<file path="config.mk">
export PLATFORM = sky130hd
export DESIGN_NAME = dec_share_arbiter
export DESIGN_NICKNAME = d
export VERILOG_FILES = /design/src/rtl/dec_share_arbiter_pkg.sv /design/src/rtl/dec_share_arbiter_rr_pick.sv /design/src/rtl/dec_share_arbiter.sv
export SDC_FILE = /design/constraint.sdc
export NUM_CORES = 1
export LEC_CHECK = 0
export ABC_AREA = 1
export ABC_CLOCK_PERIOD_IN_PS = 3350
export CAP_MARGIN = 20
export CORE_MARGIN = 3
export CORE_UTILIZATION = 41
export CTS_BUF_LIST = sky130_fd_sc_hd__clkbuf_8
export CTS_CLUSTER_SIZE = 20
export DETAILED_ROUTE_END_ITERATION = 10
export GPL_TIMING_DRIVEN = 0
export PLACE_DENSITY = 0.89
export SYNTH_ARGS = -nofsm -noshare
export SYNTH_HDL_FRONTEND = slang
export SYNTH_HIERARCHICAL = 1
export SYNTH_SLANG_ARGS = --single-unit
</file>
<file path="constraint.sdc">
create_clock -name clk -period 3.35 [get_ports clk]
set_clock_uncertainty 0.15 [all_clocks]
set_input_delay 0.5025 -clock clk [delete_from_list [all_inputs] [get_ports clk]]
set_output_delay 0.5025 -clock clk [all_outputs]
set_load 0.02 [all_outputs]
</file>
<file path="src/rtl/dec_share_arbiter_pkg.sv">
// Shared definitions for the decrement-sharing arbiter: default sizes
// and the width of the requester index carried with each result.
package dec_share_arbiter_pkg;

   localparam int DEF_N_REQ = 4;
   localparam int DEF_WIDTH = 16;

   // Index width for n requesters; never narrower than one bit.
   function automatic int id_width(input int n);
      return (n <= 2) ? 1 : $clog2(n);
   endfunction

endpackage

</file>
<file path="src/rtl/dec_share_arbiter_rr_pick.sv">
// Round-robin picker: finds the first requesting index above the last
// winner (wrapping), and returns it as a one-hot grant plus an index.
module dec_share_arbiter_rr_pick
   import dec_share_arbiter_pkg::*;
#(
   parameter int N_REQ = DEF_N_REQ,
   parameter int IDW   = id_width(N_REQ)
) (
   input  logic [N_REQ-1:0] i_req,
   input  logic [IDW-1:0]   i_rr_ptr,
   input  logic             i_en_free,
   output logic [N_REQ-1:0] o_grant,
   output logic [IDW-1:0]   o_idx,
   output logic             o_any
);

   // Search upward from rr_ptr+1; the first hit wins, nothing wins when blocked.
   always_comb begin
      o_grant = '0;
      o_idx   = '0;
      o_any   = 1'b0;
      for (int k = 1; k <= N_REQ; k++) begin
         if (i_en_free && !o_any && i_req[(int'(i_rr_ptr) + k) % N_REQ]) begin
            o_any   = 1'b1;
            o_grant[(int'(i_rr_ptr) + k) % N_REQ] = 1'b1;
            o_idx   = IDW'((int'(i_rr_ptr) + k) % N_REQ);
         end
      end
   end

endmodule

</file>
<file path="src/rtl/dec_share_arbiter.sv">
// Shared decrementer: N requesters compete round-robin for a single
// registered result slot holding operand-1 plus zero/wrap flags.
module dec_share_arbiter
   import dec_share_arbiter_pkg::*;
#(
   parameter int N_REQ = DEF_N_REQ,
   parameter int WIDTH = DEF_WIDTH,
   localparam int IDW  = id_width(N_REQ)
) (
   input  logic                   clk,
   input  logic                   rst_n,
   input  logic                   en,
   input  logic [N_REQ-1:0]       req,
   input  logic [N_REQ*WIDTH-1:0] operand,
   output logic [N_REQ-1:0]       grant,
   output logic                   rsp_valid,
   input  logic                   rsp_ready,
   output logic [IDW-1:0]         rsp_id,
   output logic [WIDTH-1:0]       rsp_data,
   output logic                   rsp_zero,
   output logic                   rsp_wrap
);

   logic             r_valid;
   logic [IDW-1:0]   r_id;
   logic [WIDTH-1:0] r_data;
   logic             r_zero;
   logic             r_wrap;
   logic [IDW-1:0]   r_ptr;

   logic             w_slot_free;
   logic             w_en_free;
   logic [N_REQ-1:0] w_grant;
   logic [IDW-1:0]   w_idx;
   logic             w_any;
   logic [WIDTH-1:0] w_opnd [N_REQ];
   logic [WIDTH-1:0] w_sel;
   logic [WIDTH-1:0] w_dec;

   for (genvar gi = 0; gi < N_REQ; gi++) begin : g_opnd
      assign w_opnd[gi] = operand[gi*WIDTH +: WIDTH];
   end

   // The slot can take a new result when empty or being drained this edge;
   // grants are also suppressed while reset is held.
   assign w_slot_free = !r_valid || rsp_ready;
   assign w_en_free   = en && w_slot_free && rst_n;

   dec_share_arbiter_rr_pick #(
      .N_REQ (N_REQ),
      .IDW   (IDW)
   ) u_rr_pick (
      .i_req     (req),
      .i_rr_ptr  (r_ptr),
      .i_en_free (w_en_free),
      .o_grant   (w_grant),
      .o_idx     (w_idx),
      .o_any     (w_any)
   );

   assign w_sel = w_opnd[w_idx];
   assign w_dec = w_sel - WIDTH'(1);

   // Result slot and round-robin pointer; a grant overwrites the slot even
   // on a handshake edge, otherwise a handshake empties it.
   always_ff @(posedge clk or negedge rst_n) begin
      if (!rst_n) begin
         r_valid <= 1'b0;
         r_id    <= '0;
         r_data  <= '0;
         r_zero  <= 1'b0;
         r_wrap  <= 1'b0;
         r_ptr   <= IDW'(N_REQ - 1);
      end else if (w_any) begin
         r_valid <= 1'b1;
         r_id    <= w_idx;
         r_data  <= w_dec;
         r_zero  <= (w_dec == '0);
         r_wrap  <= (w_sel == '0);
         r_ptr   <= w_idx;
      end else if (r_valid && rsp_ready) begin
         r_valid <= 1'b0;
      end
   end

   assign grant     = w_grant;
   assign rsp_valid = r_valid;
   assign rsp_id    = r_id;
   assign rsp_data  = r_data;
   assign rsp_zero  = r_zero;
   assign rsp_wrap  = r_wrap;

endmodule

</file>
# ---- Yosys cells after proc, flatten, opt, wreduce, memory -nomap -nowiden
# Cells that the tools add are included.
dict set report totals {
  in_bits 72
  out_inout_bits 25
  regBits 23
  word_cells 91
  latch_bits 0
  mem_bits_rw 0
  memories 0
  rom_bits 0
}
dict set report op_classes {
  add_sub_neg 5
  shifts 0
  n_mux 37
  bitwise_logic 8
  eq_ne 0
  div_mod_pow 0
  magnitude_cmp 9
  n_reduce_logical 26
  mul 0
}
# op count
set ops {}
lappend ops {{16-bit binary-select mux with 2-bit select} 1}
lappend ops {{16-bit zero test} 2}
lappend ops {{16-bit two-way mux} 2}
lappend ops {{1-bit two-way mux} 18}
lappend ops {{3-bit by 4-bit < comparator with 1-bit output, second input constant} 4}
lappend ops {{4-bit two-way mux} 4}
lappend ops {{16-bit by 1-bit subtractor with 16-bit output, second input constant} 1}
lappend ops {{1-bit logical AND} 14}
lappend ops {{3-bit by 1-bit >= comparator with 1-bit output, second input constant} 4}
lappend ops {{4-bit bitwise OR} 3}
lappend ops {{1-bit binary-select mux with 2-bit select} 4}
lappend ops {{1-bit demux with 2-bit select} 4}
lappend ops {{2-bit two-way mux} 4}
lappend ops {{2-bit OR reduction} 4}
lappend ops {{2-bit by 1-bit adder with 2-bit output, second input constant} 2}
lappend ops {{2-bit adder, second input constant} 2}
lappend ops {{1-bit AND, first input constant} 4}
lappend ops {{1-bit zero test} 4}
lappend ops {{3-bit >= comparator, second input constant} 1}
lappend ops {{2-bit NOT with 3-bit output} 1}
lappend ops {{2-bit nonzero test} 1}
lappend ops {{1-bit logical OR} 1}

# ---- Depth between registers and ports, before layout
dict set report logic_depth {
  depth_word 26
  mapped_depth 26
  mapped_depth_nobuf 24
}

# ---- Cells and area by module
# Netlist, hierarchy kept.
# mod cells_per_inst seq_area_each_um2 area_each_um2 instances
set modules_own_cells {}
lappend modules_own_cells {dec_share_arbiter 306 578.1 1973.1 1}
lappend modules_own_cells {dec_share_arbiter_rr_pick 87 0.0 503.0 1}

# ---- Worst setup path after synthesis
# Ideal clock, no wire load.
dict set report synth_path {
  path_kind {register -> register}
  from {register r_ptr[0]}
  to {register r_zero (netlist: rsp_zero)}
  path_stages_with_launch 25
  setup_time_ps 65
  required_time_ps 3135
  period_less_slack_ps 3396
  path_buffers 2
  setup_slack_ps -46
  t_arrival_ps 3180
  path_cell_list {dfstp_2 -> inv_2 -> ha_1 -> inv_1 -> nand3_2 -> nand2_4 -> nand3_2 -> nand2_1 -> o21ai_1 -> nand2_1 -> buf_6 -> buf_2 -> nand2_1 -> nand3_1 -> nand2_1 -> ha_1 -> nand2_1 -> nand3_1 -> nor2_1 -> nand2_1 -> nor2_1 -> nand3_1 -> nor2_1 -> nand2_1 -> nand2_1}
}
dict set report synth_between {
  elab_chain_len 24
  word_cells_on_any_way 40
  cone_classes {add/sub: 5; mux: 23; bitwise: 1; reduce/logical: 11}
}
# element line
set synth_rtl {}
lappend synth_rtl {{start, declared} dec_share_arbiter.sv:29} ;# logic [IDW-1:0] r_ptr;
lappend synth_rtl {{start signal, assigned} dec_share_arbiter.sv:73} ;# r_ptr <= IDW'(N_REQ - 1);
lappend synth_rtl {{start signal, assigned} dec_share_arbiter.sv:80} ;# r_ptr <= w_idx;
lappend synth_rtl {{2-bit by 1-bit adder with 2-bit output} {dec_share_arbiter_rr_pick.sv:23, dec_share_arbiter_rr_pick.sv:26}}
lappend synth_rtl {{1-bit binary-select mux with 2-bit select} dec_share_arbiter_rr_pick.sv:23} ;# if (i_en_free && !o_any && i_req[(int'(i_rr_ptr) + k) % N_REQ]) begin
lappend synth_rtl {{1-bit two-way mux (implied by the code) (2 in series)} dec_share_arbiter_rr_pick.sv:23}
lappend synth_rtl {{1-bit logical AND} dec_share_arbiter_rr_pick.sv:23}
lappend synth_rtl {{1-bit two-way mux} dec_share_arbiter_rr_pick.sv:23}
lappend synth_rtl {{1-bit zero test} dec_share_arbiter_rr_pick.sv:23}
lappend synth_rtl {{1-bit logical AND (2 in series)} dec_share_arbiter_rr_pick.sv:23}
lappend synth_rtl {{1-bit two-way mux} dec_share_arbiter_rr_pick.sv:23}
lappend synth_rtl {{(+5 left out)} --}
lappend synth_rtl {{1-bit logical AND (2 in series)} dec_share_arbiter_rr_pick.sv:23}
lappend synth_rtl {{2-bit two-way mux (*)} dec_share_arbiter_rr_pick.sv:23}
lappend synth_rtl {{via w_idx[0]} dec_share_arbiter.sv:34} ;# logic [IDW-1:0] w_idx;
lappend synth_rtl {{2-bit NOT with 3-bit output (implied by the code) (*)} dec_share_arbiter.sv:61} ;# assign w_sel = w_opnd[w_idx];
lappend synth_rtl {{16-bit binary-select mux with 2-bit select (*)} dec_share_arbiter.sv:61}
lappend synth_rtl {{16-bit two-way mux (implied by the code) (*) (2 in series)} dec_share_arbiter.sv:61}
lappend synth_rtl {{16-bit by 1-bit subtractor with 16-bit output (*)} dec_share_arbiter.sv:62} ;# assign w_dec = w_sel - WIDTH'(1);
lappend synth_rtl {{16-bit zero test (*)} dec_share_arbiter.sv:78} ;# r_zero <= (w_dec == '0);
lappend synth_rtl {{end signal, assigned} dec_share_arbiter.sv:78}
lappend synth_rtl {{end, declared} dec_share_arbiter.sv:27} ;# logic r_zero;
# The timed path passes the listed nets; every way through them passes the cells marked *. The select of a mux whose other input is x is not followed.
# A chain may end at the register's enable or synchronous reset.

# ---- Worst setup path in the final report
# Ends and elaborated chain as after synthesis.

==> results_dict.tcl <==
set metrics [dict create \
    status "finished with violations" \
    violations "setup timing" \
    grt_setup_unrepaired "yes" \
    clk_pin_slew_worst_paths_ns 0.08 \
    layout_min_cycle_time_ns 3.54 \
    path_max_fanout 10 \
    overflow 0 \
    yosysSeqAreaShare_pct 23.3 \
    cpPeakStageDelay_ns 0.60 \
    synth_ff_type "dfrtp_1" \
    leakagePower_uw 0.00184 \
    grt_usage_pct 21.3 \
    final_antenna_net_count 0 \
    initial_core_util_pct 43.6 \
    path_buf_inv 7 \
    first_pass_iters 5 \
    core-area_sq_um 5680 \
    fp.dieH_um 83.7 \
    cts_tree "done" \
    grt_pass1_vias 2857 \
    fmax_ghz 0.283 \
    syn-num-nets 474 \
    cts_root_buf "clkbuf_8" \
    dieArea_sq_um 7010 \
    p_int_uw 1600 \
    r2r_end "rsp_zero$_DFFE_PN0P_" \
    antenna_cells 0 \
    seq_power_share_pct 13.6 \
    insertion_delay_ns 0.26 \
    crit_family "simple AND/OR/NAND/NOR gates" \
    ys_warn_count 6 \
    critical_path_class "reg -> reg" \
    pwr-share-comb_pct 81.7 \
    switchingPower_uw 1960 \
    synth_async_sr_flop_share_pct 100 \
    cp_slowest_cell "dfstp_2" \
    synth_area_sq_um 2480 \
    synth_cell_types 34 \
    slew_viol_final 0 \
    relSlewSlack_pct 38.7 \
    syn_inst 393 \
    crit_path_start_kind "flop" \
    cts_buffers 3 \
    most-common-layout-cells "nand2_1, clkdlybuf4s50_1, nand3_1, nand2_2, nor2_1" \
    grt_pass1_wl_um 12800 \
    reg2reg_depth 26 \
    dp_slack_ns -1.41 \
    syn_avg_cell_area_sq_um 6.30 \
    htree_levels 1 \
    setup_slack_ns -0.185 \
    powerDensity_nw_per_um2 910 \
    viasPerCell 5.39 \
    cpMostUsedCell "nand2_1" \
    drv.max_cap_violation_count 0 \
    cts.sinks 23 \
    synth_edf_count 0 \
    fill_cells 458 \
    wl_per_cell_um 14.3 \
    drt-initial-drc-count 274 \
    syn_to_final_growth_pct 58.4 \
    final_common_cell "nand2_1" \
    setup_viol_count_final 1 \
    final_nets 591 \
    rrSetupSlack_ns -0.19 \
    peakVddDrop_uv 534 \
    ios 97 \
    setup.worst_path.end_class "flop" \
    layout-drive-gt1-share_pct 21.2 \
    portBuffers 96 \
    min_period_over_period_pct 106 \
    post-dp-hpwl_um 5990 \
    vias 3134 \
    antenna_found_initial 0 \
    min_path_type "in -> async" \
    r2r-start "r_ptr[0]$_DFFE_PN1P_" \
    fp.dieW_um 83.7 \
    arrival_ns 3.58 \
    swShare_pct 55.0 \
    grt_start_max_net_pins 22 \
    gp_congestion 0.845 \
    drcViolationCount 0 \
    ys_ff_latch 23 \
    cp.required_ns 3.40 \
    drt-total-wl_um 8320 \
    power_frac_clock_pct 4.7 \
    num_rows 27 \
    cts_buffer_depth 2 \
    hold_viol_final 0 \
    max_slew.worst_pin.slew_ns 0.916 \
    final_util_pct 69.1 \
]
cells in the mapped netlist (5+ instances only):
cell type    n  area, sq um
a31oi_1      7         43.8
buf_2        5         25.0
buf_6        5         56.3
dfrtp_1     21          526
ha_1         9          113
inv_1       18         67.6
inv_2        7         26.3
nand2_1    165          619
nand2_2     11         68.8
nand2_4      5         56.3
nand3_1     41          205
nand3_2      8         80.1
nand4_1     16          100
nor2_1      28          105
nor3_1       6         30.0
o21ai_0      9         45.0
power groups by stage:
stage                     sequential [uW]  clock (uW)  combinational [uW]
after floorplan                       617           0                1570
after global placement                496           0                2320
after detailed placement              503           0                2400
after CTS                             481         163                2580
after global routing                  498         176                3170
final                                 487         166                2910
routing by layer:
layer / global-route usage [%] / vias to the layer above / part of all wire [%]
met5: 0 / - / 0
met4: 4.97 / 0 / 1.9
met3: 2.47 / 22 / 8.2
met2: 37.7 / 195 / 49
met1: 27.6 / 1397 / 41
li1: - / 1520 / -
stage by stage:
stage	hold slack [ns]	total power [uW]	instances	instance area, sq um	setup TNS, ns
3_5_place_dp	0.310	2900	561	3540	-23.45
4_1_cts	0.0508	3220	572	3710	0
6_report	0.0438	3570	581	3920	-0.185
5_1_grt	0.0478	3840	581	3920	-0.744
2_1_floorplan	0.0569	2190	393	2490	0
3_3_place_gp	0.305	2820	561	3540	-21.10
repair_timing:
item | in CTS | in global routing
buffers inserted | 6 | 9
pin swaps | 4 | 20
gates resized for setup | 25 | 41
endpoints found under the setup margin | 27 | 10
hold endpoints to repair | 21 | 0
hold buffers | 1 | 0
state kept, by name, summed over array words and instances, names as in the netlist:
signal,count
rsp_data,16
r_ptr,2
rsp_id,2
rsp_valid,1
rsp_wrap,1
rsp_zero,1
worst register-to-register path: stages (launching register included):
cell and delay (ns):
dfstp_2 0.60, inv_6 0.07, ha_4 0.26, inv_4 0.08, nand3_2 0.11, nand3_1 0.13, nand2_1 0.08, inv_2 0.09
nand4_1 0.12, nand2_1 0.11, buf_6 0.13, inv_4 0.05, buf_6 0.13, nand2_1 0.06, nand3_1 0.07, nand2_2 0.10
buf_4 0.13, nand2_4 0.08, nor2_8 0.19, nand3_1 0.11, nand2_1 0.10, nand2_1 0.08, nor2_2 0.12, nand2_1 0.07
nor2_1 0.10, nand2_1 0.08, nand2_1 0.06
cell families (layout without fill, tap and decap cells):
kind of cell             after synthesis  after routing  synth area share [%]
adder cells (fa/ha/maj)                9              9                  4.55
AO/OA/AOI/OAI                         25             25                  6.06
XOR/XNOR                               1              1                 0.354
buffers and inverters                 41            157                  8.13
AND/OR/NAND/NOR                      294            294                  57.6
flip-flops                            23             23                  23.3
final cells by class:
| type | count | area [sq um] | area share [%] |
|---|---|---|---|
| multi-input combinational | 329 | 1890 | 48.2 |
| timing repair buffer | 112 | 1090 | 27.8 |
| sequential | 23 | 578 | 14.7 |
| inverter | 27 | 121 | 3.09 |
| buffer | 14 | 105 | 2.68 |
| tap | 72 | 90.1 | 2.30 |
| clock buffer | 3 | 41.3 | 1.05 |
| clock inverter | 1 | 3.75 | 0.0957 |
worst max path at each step:
stage	start	to	slack [ns]	depth (start not counted)
after floorplan	r_ptr[0]$_DFFE_PN1P_	rsp_zero$_DFFE_PN0P_	0.06	24
after global placement	rst_n	rsp_zero$_DFFE_PN0P_	-1.31	21
after detailed placement	rst_n	rsp_zero$_DFFE_PN0P_	-1.41	21
after CTS	r_ptr[0]$_DFFE_PN1P_	rsp_zero$_DFFE_PN0P_	0.006	25
after global routing	r_ptr[0]$_DFFE_PN1P_	rsp_zero$_DFFE_PN0P_	-0.30	26
final	r_ptr[0]$_DFFE_PN1P_	rsp_zero$_DFFE_PN0P_	-0.19	26
No activity file was read; power rests on OpenSTA's default activity.
==> RTL change (same flow settings) <==
Set the package constant `DEF_WIDTH` to 24 (it was 16).
--- a/src/rtl/dec_share_arbiter_pkg.sv
+++ b/src/rtl/dec_share_arbiter_pkg.sv
@@ -5,3 +5,3 @@
    localparam int DEF_N_REQ = 4;
-   localparam int DEF_WIDTH = 16;
+   localparam int DEF_WIDTH = 24;
 
Interface: changed (resized operand and rsp_data); port bits go from 97 to 137. No check against the original RTL was run, so the function may have changed too.
==> RTL change against the unedited design <==
The flow still finishes with violations (negative setup slack). Count of clock-buffer cells in the layout up 3. Total power up 51%. Worst setup slack worse by 100 ps. Sequential cell count grew 8. Critical path depth up 2. Wire length rose by 48%. Combinational power grew 49%. Synthesized area increased by 35%. Final area increased by 47%. Critical endpoint unchanged.
==> RTL change: results <==
[run_status]
status = finished, violations left
violations = negative setup slack

[yosys]
async_reset_ff_frac = 1.00
yosysUniqueCellTypes = 34
synth.avg_cell_area_um2 = 5.99
synthTopCellsByCount = 248 x nand2_1, 65 x nand3_1, 44 x nor2_1
yosysTopAreaCellShare = 0.279
synth_flop_cell = dfrtp_1
syn_nets = 670
synth_area_leaders = nand2_1 28%, dfrtp_1 22%, nand3_1 9.8%
ys_seq_area_frac = 0.233

[final_layout]
largest_reg_flops = 24
finalNonFillerCells = 841
finalNetCount = 851
post_route_cells_drive_above_1_share = 0.280
n_antenna_cell = 0

[grt]
grt_max_degree = 22
grt_pass1_vias = 3980
grt_pass1_wl_um = 18200
antenna_found_initial = 0
track_usage = 0.247

[placed_design]
dpl.hpwl_um = 8960
place.gp.congestion = 0.873
dp_cells = 796
numPortBuffers = 136

[worst_setup_path]
critPathArrivalTime_ps = 3710
cp_max_fo = 5
crit_slowest_cell = dfstp_2
r2r_start = r_ptr[0]$_DFFE_PN1P_
crit_path_max_incr_delay_ps = 580
reg2reg_depth = 28
r2r-end = rsp_zero$_DFFE_PN0P_

[run]
max_cap_violations = 0

[power]
cellLeakagePower_uw = 0.00270
ir_drop_mv = 0.473

[drt]
wl_per_cell_um = 14.7
firstDrtPassIters = 5
drt_iter0_drc = 234
post-route-drc-count = 0
via_per_inst = 5.22

[clock_network]
clkLatencyLatePin_ps = 290
clk_pin_slew_ps = 70
clk_path_buf_depth = 2
htree_num_levels = 2
cts_buffers = 5

[timing]
worst_pin_slew_ps = 464
setup_ws_ps = -289
setup_tns_ps = -508
setup_violations = 5

[hold_path]
hold_path_class = input port to async pin
## RTL change: cell count changes after synthesis, sizes merged, moves of 6 or more
cell	unedited run	this run
nand2	181	271
nor2	35	57
nand3	51	72
dfrtp	21	29
inv	26	33
buf	10	16
## RTL change: stage by stage
stage	hold slack [ps]	cell area, um2	worst slack [ps]
global route	62.7	5760	-491
finish	49.5	5760	-289
floorplan	56.9	3380	8.09
global placement	309	4870	-1850
detailed placement	317	4890	-1240
CTS	49.4	5280	-66.5
## RTL change: repair_timing
| item | CTS | global route |
|---|---|---|
| buffers inserted | 16 | 18 |
| endpoints found under the setup margin | 29 | 17 |
| pin swaps | 12 | 50 |
| gates cloned | 1 | 2 |
| resized for setup | 40 | 107 |
## RTL change: cells by family (layout without fill, tap and decap cells)
kind of cell / Yosys count / in the layout / share of synthesized area
compound gates: 30 / 30 / 0.0540
xor+xnor: 4 / 4 / 0.0105
fa+ha+maj: 9 / 9 / 0.0338
buf+inv: 56 / 238 / 0.0859
flops: 31 / 31 / 0.233
simple gates: 427 / 427 / 0.583
## RTL change: critical path, delay by kind of cell (launching register included)
kind                       cells  cell delay, ps
DFF                            1             580
buffers and inverters          7             550
adders and majority gates      2             440
and+or+nand+nor               19            1820
## RTL change: worst max-delay path by stage
stage,startpoint,end,slack (ps)
6_report,r_ptr[0]$_DFFE_PN1P_,rsp_zero$_DFFE_PN0P_,-290
5_1_grt,r_ptr[0]$_DFFE_PN1P_,rsp_zero$_DFFE_PN0P_,-490
4_1_cts,r_ptr[0]$_DFFE_PN1P_,rsp_zero$_DFFE_PN0P_,-70
3_5_place_dp,rst_n,rsp_zero$_DFFE_PN0P_,-1240
3_3_place_gp,rst_n,rsp_zero$_DFFE_PN0P_,-1850
2_1_floorplan,r_ptr[0]$_DFFE_PN1P_,rsp_zero$_DFFE_PN0P_,8
## RTL change: area by class of cell
class,instances,area [um2]
Buffer,22,190
Clock buffer,6,82.6
Clock inverter,2,35.0
Fill cell,586,2040
Inverter,34,150
Multi-Input combinational cell,470,2720
Sequential cell,31,778
Tap cell,102,128
Timing Repair Buffer,174,1680
## RTL change: metal layers
| layer | vias to the layer above | global-route usage | part of all wire |
|---|---|---|---|
| met5 | - | 0 | 0 |
| met4 | 0 | 0.0723 | 0.024 |
| met3 | 28 | 0.0352 | 0.073 |
| met2 | 191 | 0.435 | 0.50 |
| met1 | 2013 | 0.311 | 0.40 |
| li1 | 2158 | - | - |
## RTL change: report_power, final
part,switching [uW],internal (uW),leakage [uW]
sequential,107,554,0.000371
clock,141,240,0.0000612
combinational,2600,1730,0.00226
total,2850,2520,0.00270
